`config.mk`:
```
export PLATFORM = sky130hd
export DESIGN_NAME = handshake_seq_gen_flat
export DESIGN_NICKNAME = d
export VERILOG_FILES = /design/src/rtl/handshake_seq_gen_if.sv /design/src/rtl/handshake_seq_gen.sv /design/src/flat_wrapper.sv
export SDC_FILE = /design/constraint.sdc
export NUM_CORES = 1
export LEC_CHECK = 0
export BUFFER_PORTS_ARGS = -buffer_cell sky130_fd_sc_hd__buf_2
export CORE_MARGIN = 2
export CORE_UTILIZATION = 53
export CTS_CLUSTER_DIAMETER = 150
export DETAILED_ROUTE_END_ITERATION = 6
export PLACE_DENSITY_LB_ADDON = 0.12
export SLEW_MARGIN = 20
export SYNTH_ARGS = -nofsm -noshare
export SYNTH_HDL_FRONTEND = slang
export SYNTH_SLANG_ARGS = --single-unit
export TNS_END_PERCENT = 50
```
`constraint.sdc`:
```
create_clock -name clk -period 2.06 [get_ports clk]
set_input_delay 0.206 -clock clk [delete_from_list [all_inputs] [get_ports clk]]
set_output_delay 0.206 -clock clk [all_outputs]
set_load 0.01 [all_outputs]
```
`src/rtl/handshake_seq_gen_if.sv`:
```
// Bundles the start command and req/busy/gnt handshake of handshake_seq_gen.
// The master drives the command side; the generator itself sits on the slave modport.
interface handshake_seq_gen_if #(
    parameter int CNT_W = 4,
    parameter int SEQ_W = 8
);
    logic             start;
    logic [CNT_W-1:0] busy_num;
    logic [CNT_W-1:0] gnt_gap;
    logic             ready;
    logic             req;
    logic             busy;
    logic             gnt;
    logic             done;
    logic [SEQ_W-1:0] seq_count;

    modport master (
        output start, busy_num, gnt_gap,
        input  ready, req, busy, gnt, done, seq_count
    );

    modport slave (
        input  start, busy_num, gnt_gap,
        output ready, req, busy, gnt, done, seq_count
    );
endinterface

```
`src/rtl/handshake_seq_gen.sv`:
```
// Generates one req pulse, n spaced single-cycle busy pulses and a gnt pulse g
// idle cycles after the last busy, for each start accepted while ready.
module handshake_seq_gen #(
    parameter int CNT_W = 4,
    parameter int SEQ_W = 8
) (
    input  logic                clk,
    input  logic                rst_n,
    handshake_seq_gen_if.slave  bus
);
    typedef enum logic [2:0] {
        IDLE,
        REQ,
        GAP0,
        BUSY_HI,
        BUSY_LO,
        WAIT,
        GNT
    } state_e;

    state_e           state_q, state_d;
    logic [CNT_W-1:0] bcnt_q, bcnt_d;
    logic [CNT_W-1:0] gcnt_q, gcnt_d;
    logic [SEQ_W-1:0] seq_q, seq_d;
    logic             req_q, req_d;
    logic             busy_q, busy_d;
    logic             gnt_q, gnt_d;
    logic             done_q, done_d;

    // The cycle after the last busy (or after req when n=0) is the first gap
    // cycle itself, so WAIT lasts g cycles and g=0 lands gnt right there.
    always_comb begin
        // NOTE: every always_comb output gets a default first so no path leaves it unassigned (no latch).
        state_d = state_q;
        bcnt_d  = bcnt_q;
        gcnt_d  = gcnt_q;
        seq_d   = seq_q;

        unique case (state_q)
            IDLE: begin
                if (bus.start) begin
                    bcnt_d  = bus.busy_num;
                    gcnt_d  = bus.gnt_gap;
                    state_d = REQ;
                end
            end
            REQ: begin
                if (bcnt_q != '0)      state_d = GAP0;
                else if (gcnt_q != '0) state_d = WAIT;
                else                   state_d = GNT;
            end
            GAP0:    state_d = BUSY_HI;
            BUSY_HI: begin
                bcnt_d = bcnt_q - CNT_W'(1);
                if (bcnt_q != CNT_W'(1)) state_d = BUSY_LO;
                else if (gcnt_q != '0)   state_d = WAIT;
                else                     state_d = GNT;
            end
            BUSY_LO: state_d = BUSY_HI;
            WAIT: begin
                gcnt_d = gcnt_q - CNT_W'(1);
                if (gcnt_q == CNT_W'(1)) state_d = GNT;
            end
            GNT: begin
                seq_d   = seq_q + SEQ_W'(1);
                state_d = IDLE;
            end
            default: state_d = IDLE;
        endcase

        // Output flops load from the next state so their levels track state_q exactly.
        req_d  = (state_d == REQ);
        busy_d = (state_d == BUSY_HI);
        gnt_d  = (state_d == GNT);
        done_d = (state_d == GNT);
    end

    always_ff @(posedge clk or negedge rst_n) begin
        if (!rst_n) begin
            state_q <= IDLE;
            bcnt_q  <= '0;
            gcnt_q  <= '0;
            seq_q   <= '0;
            req_q   <= 1'b0;
            busy_q  <= 1'b0;
            gnt_q   <= 1'b0;
            done_q  <= 1'b0;
        end else begin
            // NOTE: non-blocking assignments so every flop samples the pre-edge values together.
            state_q <= state_d;
            bcnt_q  <= bcnt_d;
            gcnt_q  <= gcnt_d;
            seq_q   <= seq_d;
            req_q   <= req_d;
            busy_q  <= busy_d;
            gnt_q   <= gnt_d;
            done_q  <= done_d;
        end
    end

    assign bus.ready     = (state_q == IDLE);
    assign bus.req       = req_q;
    assign bus.busy      = busy_q;
    assign bus.gnt       = gnt_q;
    assign bus.done      = done_q;
    assign bus.seq_count = seq_q;
endmodule
```
`src/flat_wrapper.sv`:
```
// flat-port wrapper written by rule: the top's interface ports become plain ports
module handshake_seq_gen_flat 
#(
    parameter int CNT_W = 4,
    parameter int SEQ_W = 8
)
  (clk, rst_n, bus_start, bus_busy_num, bus_gnt_gap, bus_ready, bus_req, bus_busy, bus_gnt, bus_done, bus_seq_count);
  handshake_seq_gen_if #(.CNT_W(CNT_W), .SEQ_W(SEQ_W)) bus_i ();
  input  logic clk;
  input  logic rst_n;
  input wire logic [$bits(bus_i.start)-1:0] bus_start;
  input wire logic [$bits(bus_i.busy_num)-1:0] bus_busy_num;
  input wire logic [$bits(bus_i.gnt_gap)-1:0] bus_gnt_gap;
  output wire logic [$bits(bus_i.ready)-1:0] bus_ready;
  output wire logic [$bits(bus_i.req)-1:0] bus_req;
  output wire logic [$bits(bus_i.busy)-1:0] bus_busy;
  output wire logic [$bits(bus_i.gnt)-1:0] bus_gnt;
  output wire logic [$bits(bus_i.done)-1:0] bus_done;
  output wire logic [$bits(bus_i.seq_count)-1:0] bus_seq_count;
  assign bus_i.start = bus_start;
  assign bus_i.busy_num = bus_busy_num;
  assign bus_i.gnt_gap = bus_gnt_gap;
  assign bus_ready = bus_i.ready;
  assign bus_req = bus_i.req;
  assign bus_busy = bus_i.busy;
  assign bus_gnt = bus_i.gnt;
  assign bus_done = bus_i.done;
  assign bus_seq_count = bus_i.seq_count;
  handshake_seq_gen #(.CNT_W(CNT_W), .SEQ_W(SEQ_W)) u_core (.clk(clk), .rst_n(rst_n), .bus(bus_i));
endmodule
```
; ---- Yosys cells after proc, flatten, opt, wreduce, memory -nomap -nowiden
; Cells that the tools add are included.
[word_totals]
memories = 0
word_cells = 40
out_inout_bits = 13
mem_bits_ro = 0
latch_bits = 0
mem_bits_rw = 0
register_bits = 22
[classes]
eq_ne = 12
reduce_logical = 8
div = 0
shift = 0
bitwise_logic = 0
mul = 0
order_cmp = 0
addsub = 3
n_mux = 10
[ops]
columns = cell, n
row1 = case mux 4 bit (2 select lines), 2
row2 = case mux 3 bit (5 select lines), 1
row3 = "equality test 3 bit, second input constant", 4
row4 = 2-to-1 mux 3 bit, 4
row5 = "equality test 3 x 2 -> 1 bit, second input constant", 3
row6 = "adder 8 x 1 -> 8 bit, second input constant", 1
row7 = 2-to-1 mux 4 bit, 2
row8 = nonzero test 4 bit, 2
row9 = "subtractor 4 x 1 -> 4 bit, second input constant", 2
row10 = "equality test 3 x 1 -> 1 bit, second input constant", 2
row11 = "equality test 4 x 1 -> 1 bit, second input constant", 1
row12 = "inequality test 4 x 1 -> 1 bit, second input constant", 1
row13 = AND reduction 2 bit, 2
row14 = nonzero test 2 bit, 2
row15 = zero test 3 bit, 1
row16 = 2-to-1 mux 2 bit, 1
row17 = "inequality test 2 bit, second input constant", 1
row18 = OR reduction 2 bit, 1

; ---- Depth between registers and ports, before layout
[depth]
depth_word = 5
ltp_mapped = 6

; ---- Least setup slack after synthesis
; Ideal clock, no wire load.
[synth_path]
kind = reg-to-reg
start = register u_core.state_q[0]
end = register u_core.gcnt_q[3]
setup_ps = 96
slack_ps = 516
synth_period_minus_slack_ps = 1544
n_path_buf = 1
path_stages_with_launch = 7
arrival_ps = 1449
t_required_ps = 1964
cell_sequence = dfrtp_1 buf_6 or4b_4 clkinv_2 or2_2 a21oi_2 a311oi_2
[synth_via]
elab_chain_cells = 3
word_cells_on_any_way = 6
[synth_rtl]
columns = element, line_no
row1 = from (decl), handshake_seq_gen.sv:21  ; state_e state_q, state_d;
row2 = from (signal assigned), handshake_seq_gen.sv:90  ; state_q <= state_d;
row3 = equality test 3 bit / zero test 3 bit (equally long branches), handshake_seq_gen.sv:39  ; unique case (state_q)
row4 = nonzero test 2 bit (no line) / inequality test 2 bit (equally long branches), --
row5 = AND reduction 2 bit (no line), --
row6 = to (signal assigned), handshake_seq_gen.sv:92  ; gcnt_q <= gcnt_d;
row7 = to (decl), handshake_seq_gen.sv:23  ; logic [CNT_W-1:0] gcnt_q, gcnt_d;
; Parallel ways exist; a longest one is shown, timed or not.
; A chain may end at the register's enable or synchronous reset.

; ---- Final worst setup path
[layout_path]
start = register u_core.state_q[2]
end = register u_core.gcnt_q[3]
; The elaborated chain is that of the path after synthesis.

==> reports/summary.txt <==
Placement Rows: 17
Layout area overhead: 14.4%
Final max-slew violation count: 0
Clock sinks: 22
Fmax: 0.573 GHz
Hold Path End: u_core.bcnt_q[0]$_DFFE_PN0P_
Number of remaining DRC errors: 0
First-pass GRT wire length: 3710 um
Cell family with most CP delay: simple AND/OR/NAND/NOR gates
Reg2reg path depth: 5
Post-layout nets: 160
Synth Area in Compound Gates: 13.8%
Worst path max stage delay: 620 ps
Final period util: 84.7%
H-tree levels: 1
Startpoint of the worst hold path: bus_busy_num[0]
Clock power share: 13.9%
R2R Path Start: u_core.state_q[2]$_DFF_PN0_
GR Util All Layers: 19.0%
RD Place Congestion: 0.819
Clock root cell: clkbuf_4
CP Data Arrival Time: 1950 ps
Die span in y: 51.0 um
Final worst path period need: 1740 ps
Slew headroom: 68.2%
VDD IR max: 0.622 mV
Worst Path Buf+Inv: 1
Post-CTS setup buffer count: 0
Largest family of logic cells by synthesized area: simple AND/OR/NAND/NOR gates
Initial Utilization: 54.5%
PnR worst setup slack: 316 ps
Post-Route Setup TNS: 0 ps
Fin. Hold Viols: 0
Clock Path Buffers: 2
Initial antenna violation count: 0
Clk_lat worst skew: 290 ps
Iteration-0 DRC Markers: 15
Worst setup EP type: flop
Diode count: 0
I/O Pins: 24
Critical-path cell list: or4b_4, clkinv_2, or2_2, a21oi_2, a311oi_2
Slowest cell on the critical path: or4b_4
CTS tree: done
# fillers: 197
Internal power: 0.000986 W
Mux cell area share after synthesis: 0%
Run status: completed
Buffers on Ports: 23
Yosys synthesis warning count: 0
Overflow after GRT: 0
Most frequent cells in the layout: 23 x buf_2, 22 x dfrtp_1, 13 x nand2_1
DRT antenna net count: 0
Power Dens Cells: 1210 nW/um^2
Clock transition at path regs: 110 ps
Layout cell share with drive strength beyond 1: 23.4%
Post-synthesis xor/xnor area fraction: 5.99%
Sequential area share after synthesis: 47.1%
Worst R2R Setup Slack: 320 ps
Post-DP HPWL: 1640 um
Post-Syn Nets: 136
Mean post-synth cell area: 9.91 um^2
Worst-margin pin slew: 476 ps
Vias in the first global route: 822
Most common cell after layout, fill and taps aside: buf_2
Synth Area in Adders: 7.49%
Vias per cell: 5.31
Routed WL per cell: 12.4 um
Die width: 51.0 um
Clk_skew: 1.16 ps
PnR Total Power: 0.00162 W
TritonRoute pass-1 iters: 4
Die area: 2600 um^2
Synth Register Bits: 22
Post-Syn Area: 1170 um^2
WS Path Type: reg2reg
Vias: 898
CTS Buf Count: 3
Netlist cell types: 36
Req. time, crit path: 2270 ps
Sequential power share: 44.8%
Final setup viols: 0
Hold crit path type: in2reg
Startpoint Class: flop
Switching Share: 39.2%
Max Cap Viol: 0
Crit-path max FO: 12
Hold path cells: 3
RSZ-0062 raised after global routing: no
Largest net degree at the start of global routing: 23
Lkg Pwr: 0.676 nW
Core area: 2150 um^2
Combinational share of power: 41.3%
Post-Synth Simple-Gate Area: 20.6%
Pre-CTS setup slack: 341 ps
Drt total wl: 2100 um
R2r endpoint: u_core.gcnt_q[3]$_DFFE_PN0P_
Switch Pwr: 0.000636 W
Hold WS: 161 ps
Cells after Synth: 118
cells in the mapped netlist:
| cell type | instances | area share (%) |
|---|---|---|
| nand4_1 | 2 | 1.1 |
| nand3b_1 | 2 | 1.3 |
| a31oi_1 | 2 | 1.1 |
| nor2_1 | 7 | 2.2 |
| a211oi_1 | 1 | 0.64 |
| o211ai_1 | 1 | 0.64 |
| or2_2 | 1 | 0.54 |
| dfrtp_1 | 22 | 47 |
| a21boi_1 | 1 | 0.64 |
| ha_1 | 7 | 7.5 |
| nor3b_1 | 2 | 1.3 |
| clkbuf_1 | 3 | 0.96 |
| or3b_1 | 1 | 0.75 |
| or4b_4 | 1 | 1.2 |
| a21oi_1 | 7 | 3.0 |
| o21ai_1 | 5 | 2.1 |
| xor2_1 | 3 | 2.2 |
| clkinv_2 | 1 | 0.43 |
| and3b_1 | 3 | 2.2 |
| o21bai_1 | 1 | 0.64 |
| and3_1 | 1 | 0.54 |
| a22oi_1 | 1 | 0.64 |
| nand3_1 | 6 | 2.6 |
| nand2b_1 | 1 | 0.54 |
| a21oi_2 | 1 | 0.75 |
| xnor2_1 | 5 | 3.7 |
| nand2_1 | 13 | 4.2 |
| o221a_1 | 2 | 1.9 |
| a311oi_2 | 1 | 1.3 |
| buf_4 | 1 | 0.64 |
| buf_2 | 1 | 0.43 |
| buf_6 | 1 | 0.96 |
| nor2b_1 | 1 | 0.54 |
| inv_1 | 5 | 1.6 |
| o21ai_0 | 1 | 0.43 |
| nor3_1 | 4 | 1.7 |
routing by layer:
layer	vias up	routed length [um]	track usage, %
met3	2	97	3.51
li1	457	-	-
met4	0	17	5.41
met1	415	1060	27.5
met5	-	0	0
met2	24	923	28.8
power groups by stage:
stage / Clock [W] / Combinational, W / Sequential [W]
5_1_grt: 0.000256 / 0.000764 / 0.000749
2_1_floorplan: 0 / 0.000530 / 0.000703
4_1_cts: 0.000235 / 0.000678 / 0.000724
6_report: 0.000225 / 0.000670 / 0.000727
3_3_place_gp: 0 / 0.000651 / 0.000724
3_5_place_dp: 0 / 0.000673 / 0.000732
registers in the layout, indices dropped and copies added, names as in the netlist:
| name | flops |
|---|---|
| u_core.bus.seq_count | 8 |
| u_core.bcnt_q | 4 |
| u_core.gcnt_q | 4 |
| u_core.state_q | 3 |
| u_core.bus.busy | 1 |
| u_core.bus.gnt | 1 |
| u_core.bus.req | 1 |
per-stage QoR:
step	instance area, um^2	util (%)	std cells
2_1_floorplan	1170	-	118
3_3_place_gp	1290	60.2	164
3_5_place_dp	1290	60.2	164
4_1_cts	1340	62.3	169
5_1_grt	1340	62.3	169
6_report	1340	62.3	169
final cells by class:
type                    instances  area, um^2  area share (%)
inverters                       6        23.8            1.78
repair buffers                 25         133            9.91
flip-flops and latches         22         551            41.1
multi-input cells              84         561            41.9
clock buffers                   4        36.3            2.71
well taps                      28        35.0            2.62
repair_timing:
item                                   in CTS  in global routing
gates resized for setup                     0                  0
hold buffers                                1                  0
endpoints found under the hold margin      22                  0
worst register-to-register path: stages, from the launching register on:
cell      delay (ps)
dfrtp_1          500
or4b_4           620
clkinv_2         120
or2_2            140
a21oi_2           60
a311oi_2         220
kinds of logic after synthesis:
kind of cell | count (synthesis)
xor gates and xnor gates | 8
AOI/OAI and AO/OA | 24
adders and majority gates | 7
buffers and inverters | 12
DFF | 22
and+or+nand+nor | 45
how the worst max path moves through the flow:
stage,start,endpoint,cells past startpoint
6_report,u_core.state_q[2]$_DFF_PN0_,u_core.gcnt_q[3]$_DFFE_PN0P_,5
5_1_grt,u_core.state_q[0]$_DFF_PN0_,u_core.gcnt_q[3]$_DFFE_PN0P_,5
4_1_cts,u_core.state_q[0]$_DFF_PN0_,u_core.gcnt_q[3]$_DFFE_PN0P_,5
3_5_place_dp,u_core.state_q[2]$_DFF_PN0_,u_core.gcnt_q[3]$_DFFE_PN0P_,5
3_3_place_gp,u_core.state_q[2]$_DFF_PN0_,u_core.gcnt_q[3]$_DFFE_PN0P_,5
2_1_floorplan,u_core.state_q[0]$_DFF_PN0_,u_core.gcnt_q[3]$_DFFE_PN0P_,6
Power figures use the tool's default switching activity.
